===== src/rtl/axi_stream_packet_length_stripper.sv =====
// Strips a {ID, LENGTH} header from a 32-bit AXI Stream packet and regenerates TLAST.
// Optional AXIS_STRIPPER_STATS_EN adds saturating good-packet and error counters.
module axi_stream_packet_length_stripper #(
    parameter logic [15:0] ID          = 16'h0000,
    parameter bit          CHECK_ID    = 1'b0,
    parameter bit          ENDIAN_SWAP = 1'b0,
    parameter int unsigned MAX_PKT_LEN = 368
) (
    input  logic        clk,
    input  logic        rst_n,
    input  logic [31:0] in_tdata,
    input  logic        in_tvalid,
    input  logic        in_tlast,
    output logic        in_tready,
    output logic [31:0] out_tdata,
    output logic        out_tvalid,
    output logic        out_tlast,
    input  logic        out_tready,
    output logic [15:0] hdr_id,
    output logic [15:0] hdr_len,
    output logic        err_len,
    output logic        err_id,
    output logic        err_short,
    output logic        err_long
`ifdef AXIS_STRIPPER_STATS_EN
    ,
    output logic [31:0] pkt_count,
    output logic [31:0] err_count
`endif
);

    typedef enum logic [1:0] {
        S_HEADER,
        S_PAYLOAD,
        S_DISCARD
    } state_t;

    state_t      state;
    logic [15:0] cnt;
    logic [31:0] din;
    logic [15:0] w_id;
    logic [15:0] w_len;
    logic        len_bad;
    logic        id_bad;
    logic        last_beat;
    logic        in_xfer;
    logic        ev_len;
    logic        ev_id;
    logic        ev_short;
    logic        ev_long;
    state_t      hdr_next;

    function automatic logic [31:0] bswap(input logic [31:0] w);
        return {w[7:0], w[15:8], w[23:16], w[31:24]};
    endfunction

    assign din   = ENDIAN_SWAP ? bswap(in_tdata) : in_tdata;
    assign w_id  = din[31:16];
    assign w_len = din[15:0];

    assign len_bad   = (w_len == 16'd0) || ({16'd0, w_len} > MAX_PKT_LEN);
    assign id_bad    = CHECK_ID && (w_id != ID);
    assign last_beat = (cnt == hdr_len - 16'd1);

    // Payload is a zero-latency pass-through; other states sink words freely.
    always_comb begin
        in_tready  = 1'b1;
        out_tvalid = 1'b0;
        out_tdata  = din;
        out_tlast  = 1'b0;
        if (state == S_PAYLOAD) begin
            in_tready  = out_tready;
            out_tvalid = in_tvalid;
            out_tlast  = last_beat || in_tlast;
        end
    end

    assign in_xfer = in_tvalid && in_tready;

    always_comb begin
        hdr_next = S_PAYLOAD;
        if (in_tlast) begin
            hdr_next = S_HEADER;
        end else if (len_bad || id_bad) begin
            hdr_next = S_DISCARD;
        end
    end

    // A header carrying TLAST reports only as short, whatever its fields hold.
    assign ev_short = in_xfer && in_tlast &&
                      ((state == S_HEADER) ||
                       ((state == S_PAYLOAD) && !last_beat));
    assign ev_len   = in_xfer && (state == S_HEADER) && !in_tlast && len_bad;
    assign ev_id    = in_xfer && (state == S_HEADER) && !in_tlast &&
                      !len_bad && id_bad;
    assign ev_long  = in_xfer && (state == S_PAYLOAD) && last_beat && !in_tlast;

    always_ff @(posedge clk or negedge rst_n) begin
        if (!rst_n) begin
            state     <= S_HEADER;
            cnt       <= '0;
            hdr_id    <= '0;
            hdr_len   <= '0;
            err_len   <= 1'b0;
            err_id    <= 1'b0;
            err_short <= 1'b0;
            err_long  <= 1'b0;
        end else begin
            err_len   <= ev_len;
            err_id    <= ev_id;
            err_short <= ev_short;
            err_long  <= ev_long;
            if (in_xfer) begin
                unique case (state)
                    S_HEADER: begin
                        hdr_id  <= w_id;
                        hdr_len <= w_len;
                        cnt     <= '0;
                        state   <= hdr_next;
                    end
                    S_PAYLOAD: begin
                        cnt <= cnt + 16'd1;
                        if (last_beat && !in_tlast) begin
                            state <= S_DISCARD;
                        end else if (last_beat || in_tlast) begin
                            state <= S_HEADER;
                        end
                    end
                    S_DISCARD: begin
                        if (in_tlast) begin
                            state <= S_HEADER;
                        end
                    end
                    default: state <= S_HEADER;
                endcase
            end
        end
    end

`ifdef AXIS_STRIPPER_STATS_EN
    logic ev_good;
    logic ev_err;

    assign ev_good = in_xfer && (state == S_PAYLOAD) && last_beat && in_tlast;
    assign ev_err  = ev_len || ev_id || ev_short || ev_long;

    always_ff @(posedge clk or negedge rst_n) begin
        if (!rst_n) begin
            pkt_count <= '0;
            err_count <= '0;
        end else begin
            if (ev_good && (pkt_count != 32'hFFFF_FFFF)) begin
                pkt_count <= pkt_count + 32'd1;
            end
            if (ev_err && (err_count != 32'hFFFF_FFFF)) begin
                err_count <= err_count + 32'd1;
            end
        end
    end
`endif

endmodule


===== config.mk =====
export PLATFORM = sky130hd
export DESIGN_NAME = axi_stream_packet_length_stripper
export DESIGN_NICKNAME = d
export VERILOG_FILES = /design/src/rtl/axi_stream_packet_length_stripper.sv
export SDC_FILE = /design/constraint.sdc
export NUM_CORES = 1
export LEC_CHECK = 0
export CAP_MARGIN = 40
export CORE_AREA = 2 2 87 89
export DETAILED_ROUTE_END_ITERATION = 12
export DIE_AREA = 0 0 89 91
export PLACE_DENSITY = 0.85
export SETUP_SLACK_MARGIN = 0.3
export SLEW_MARGIN = 10
export SYNTH_ARGS = -nofsm -noshare
export SYNTH_HDL_FRONTEND = slang
export SYNTH_SLANG_ARGS = --single-unit

===== constraint.sdc =====
create_clock -name clk -period 3.6 [get_ports clk]
set_input_delay 1.08 -clock clk [delete_from_list [all_inputs] [get_ports clk]]
set_output_delay 1.08 -clock clk [all_outputs]
set_load 0.05 [all_outputs]

# Yosys cells after proc, flatten, opt, wreduce, memory -nomap -nowiden
# Index checks and enable logic that the tools add are counted.
dict set report word_totals {
  reg_bits 53
  out_inout_bits 71
  wordCells 47
}
dict set report classes {
  addsub 2
  n_lt_le_gt_ge 1
  n_eq_ne 5
  muxes 10
  reduce_logical 22
}
# op n
set op_table {}
lappend op_table {{case mux 16 bit (2 select lines)} 1}
lappend op_table {{adder 16 x 1 -> 16 bit (second input constant)} 1}
lappend op_table {{== test 16 bit} 1}
lappend op_table {{> comparator 16 x 9 -> 1 bit (second input constant)} 1}
lappend op_table {{logical NOT 16 bit} 1}
lappend op_table {{subtractor 16 x 1 -> 16 bit (second input constant)} 1}
lappend op_table {{logical AND 1 bit} 11}
lappend op_table {{2-to-1 mux 2 bit} 5}
lappend op_table {{case mux 2 bit (3 select lines)} 1}
lappend op_table {{AND reduction 2 bit} 2}
lappend op_table {{logical OR 1 bit} 3}
lappend op_table {{2-to-1 mux 1 bit} 3}
lappend op_table {{!= test 3 x 1 -> 1 bit (second input constant)} 1}
lappend op_table {{AND reduction 3 bit} 1}
lappend op_table {{== test 2 x 1 -> 1 bit (second input constant)} 1}
lappend op_table {{== test 2 bit (second input constant)} 1}
lappend op_table {{logical NOT 1 bit} 2}
lappend op_table {{logical NOT 2 bit} 1}
lappend op_table {{!= test 2 bit (second input constant)} 1}
lappend op_table {{nonzero test 2 bit} 1}

# Logic depth before layout (Yosys ltp)
dict set report depth {
  word_depth 6
  mapped_depth 8
  depth_no_buf 8
}

# Worst setup path after synthesis
# OpenSTA, ideal clock, no wires.
dict set report synth_timing {
  kind {register -> output}
  start {register hdr_len[0]}
  end {output port out_tlast}
  arrival_time_ns 2.800
  t_required_ns 2.520
  setup_slack_ns -0.280
  path_stages_with_launch 9
  path_buffers 0
  cell_sequence {dfrtp_1 > inv_1 > ha_1 > or4b_2 > nor3_2 > mux2i_1 > o211ai_1 > and4_1 > a32o_1}
}
dict set report synth_via {
  elab_chain_len 4
}
# item line
set synth_lines {}
lappend synth_lines {{start, declared} 20} ;# output logic [15:0] hdr_len,
lappend synth_lines {{start signal, assigned} 117} ;# hdr_len <= w_len;
lappend synth_lines {{subtractor 16 x 1 -> 16 bit} 63} ;# assign last_beat = (cnt == hdr_len - 16'd1);
lappend synth_lines {{== test 16 bit} 63}
lappend synth_lines {{logical OR 1 bit} 74} ;# out_tlast = last_beat || in_tlast;
lappend synth_lines {{2-to-1 mux 1 bit} 71} ;# if (state == S_PAYLOAD) begin
lappend synth_lines {{end, declared} 17} ;# output logic out_tlast,
# Every way passes these cells.

# Final worst setup path
dict set report layout_timing {
  start {register hdr_len[6]}
  end {output port out_tlast}
}
# Same word-level chain as after synthesis.

==> qor.txt <==
status - finished with violations
failing checks - setup timing
number of port buffers - 106
Comb pwr share - 58.1%
Post-synth EDFFs - 0
Synth async-reset ratio - 100%
sequential area share after synthesis - 42.1%
kind of critical path - register to output port
cell count after synthesis - 312
wire per inst - 17.4 um
Post-Route WL - 8660 um
Clock Skew - 0.0104 ns
Min-Delay Path Depth - 1
most common cell in the synthesized netlist - dfrtp_1
minimum clock period - 3.77 ns
Final Hold Violating Endpoints - 0
slowest stage cell, crit path - or4_1
DP HPWL - 6080 um
Sw Pwr - 0.00179 W
r2r worst-path depth - 7
clock sink count - 53
Yosys reg bits - 53
clock buffer count from CTS - 5
Setup WS post-layout - -0.167 ns
Mapped Area - 3150 um2
max-cap viol count - 0
number of global-route vias before repair - 2801
Clock Tree Buf Depth - 2
Crit path arrival time - 2.69 ns
HP Start - hdr_id[6]
Via density - 5.56
H-tree depth - 2
worst vdd ir - 569 uV
maximum clock frequency - 265 MHz
Layout Area Growth over Synthesis - 43.2%
Netlist cell types - 53
HP Class - register to register
WP data required - 2.52 ns
first-pass GRT wire length - 13800 um
Power Density - 828 nW/um2
num rows - 31
main flop type after synthesis - dfrtp_1
Warnings, synthesis - 0
Internal - 0.00195 W
ANT cells - 0
pin count of the biggest net entering global routing - 26
Initial Util - 44.2%
Final period util - 105%
clk root buf - clkbuf_8
RSZ-0062 raised after global routing - true
Reg-to-Reg Start - hdr_len[5]
Critical Path Start Type - register
Crit path max-delay family - simple AND/OR/NAND/NOR gates
syn nets - 351
io pins - 108
Placement Cell Area - 4190 um2
relative slew slack - 56.2%
reg2reg setup slack - 1.10 ns
synth top area cells - dfrtp_1, mux2_2, buf_4, xnor2_1, xor2_1
initial drt markers - 347
Max FO, Critical Path - 10
fin area - 4520 um2
share of the synthesized area in the top cell type - 42.1%
pre-CTS WS - 0.0471 ns
die width - 89 um
CTS tree - yes
Worst-path clk slew - 0.10 ns
max-slew violations - 0
final setup violation count - 1
crit-path cells - or4_1 > nor3_4 > buf_4 > o21ai_0 > o211ai_1 > and4_4 > a32o_2 > buf_12
drc violations - 0
Pre-antenna DRT Iters - 4
Flop pwr share - 29.0%
vias - 2768
slowest cell delay on critical path - 0.65 ns
die height - 91 um
hold endpoint - hdr_id[6]
largest area contributor in the netlist - dfrtp_1
grt total ovfl - 0
switching share of power - 47.9%
Clk pwr share - 12.9%
initial antenna violation count - 0
total power - 0.00374 W
layout cells sized above 1 - 30.6%
CORE AREA - 7140 um2
GP Congestion - 0.907
CP bufs+invs - 2
Slew @ Worst Pin - 0.652 ns
Routed Antenna Nets - 0
final core occ - 63.3%
worst skew pair latency - 0.32 ns
die area - 8100 um2
All-Layer GR Usage - 21.9%
Worst R2R End - err_short
syn_area_per_cell - 10.1 um2
worst hold slack - 0.516 ns
Commonest cells post-synth - dfrtp_1, buf_4, mux2_2
CP Capture Type - output port
Nets - 437
Leak - 1.87 nW
cells in the final DEF, fill, tap and decap left out, types with 2 or more instances in the layout:
cell,synthesis,routed
nor3_1,8,8
and2_1,4,3
or4_1,3,2
a31oi_1,2,2
xnor2_1,15,15
xor2_1,12,12
nor4_1,7,6
mux2_2,30,30
a22o_1,3,3
nor2b_1,3,3
and3_1,3,3
nand4_1,5,5
and4_1,4,3
mux2i_1,4,4
inv_2,0,2
buf_4,34,41
nand3_1,8,8
o21ai_0,9,9
nor2_4,0,2
nor3_4,0,2
buf_12,0,16
o21a_1,2,2
nor2_1,23,21
clkdlybuf4s50_1,0,70
dfrtp_1,53,46
inv_1,6,4
o221ai_1,2,2
or3_1,4,4
bufinv_16,0,2
nor4_4,1,2
dfrtp_2,0,7
clkbuf_8,0,5
nand2_1,17,17
a21oi_1,7,7
per-layer routing:
| layer | global-route usage [%] | vias up | routed length, um |
|---|---|---|---|
| li1 | - | 1249 | - |
| met1 | 26.4 | 1368 | 3290 |
| met2 | 36.4 | 118 | 4570 |
| met3 | 5.27 | 33 | 473 |
| met4 | 9.95 | 0 | 331 |
| met5 | 0 | - | 0 |
stage by stage:
stage                     setup TNS, ns  std cells
after global placement                0        474
after global routing             -0.254        498
final                            -0.167        498
after CTS                        -0.104        493
after floorplan                       0        312
after detailed placement              0        474
worst max path at each step:
stage | from | to | slack [ns] | cells after the start
global route | hdr_len[6] | out_tlast | -0.25 | 7
finish | hdr_len[6] | out_tlast | -0.17 | 8
detailed placement | hdr_len[0] | out_tlast | 0.05 | 9
floorplan | hdr_len[6] | out_tlast | 0.07 | 7
global placement | hdr_len[0] | out_tlast | 0.12 | 9
CTS | hdr_len[1] | out_tlast | -0.10 | 9
worst register-to-register path, stage by stage (launching register included):
cell	delay (ns)
dfrtp_2	0.46
nor4_4	0.35
nand4_2	0.16
or4_4	0.43
a2111o_1	0.46
buf_4	0.15
nor3_2	0.21
a31oi_1	0.15
state kept, by name, indices dropped and copies added, names as in the netlist:
signal	count
hdr_len	16
err_len	1
hdr_id	16
cnt	16
err_short	1
state	2
err_long	1
final cells by class:
cell class	instances	area (um2)
flip-flops and latches	53	1340
clock inverters	3	65.1
repair buffers	128	1330
inverters	6	22.5
multi-input cells	204	1570
clock buffers	5	68.8
well taps	99	124
fillers	570	2620
timing repair:
action,CTS,global route
gates cloned,0,0
buffers inserted,11,5
pin swaps,4,9
hold buffers,0,0
gates resized for setup,12,6
setup endpoints to repair,1,1
power by group through the flow:
stage / Sequential [W] / Clock (W) / Combinational [W]
3_5_place_dp: 0.00109 / 0 / 0.00196
6_report: 0.00109 / 0.000482 / 0.00217
3_3_place_gp: 0.00106 / 0 / 0.00192
4_1_cts: 0.00107 / 0.000483 / 0.00211
2_1_floorplan: 0.00164 / 0 / 0.000760
5_1_grt: 0.00112 / 0.000506 / 0.00228
cell families (layout without fill, tap and decap cells):
kind of cell               after synthesis  count (layout)  share of synthesized area, %
other                                    1               1                         0.119
xor gates and xnor gates                27              27                          7.50
and+or+nand+nor                        102             102                          18.5
adders and majority gates                2               2                         0.794
muxes                                   34              34                          12.0
AOI/OAI and AO/OA                       38              38                          8.21
buffers and inverters                   55             142                          10.9
DFF                                     53              53                          42.1
No activity file was read; power rests on OpenSTA's default activity.
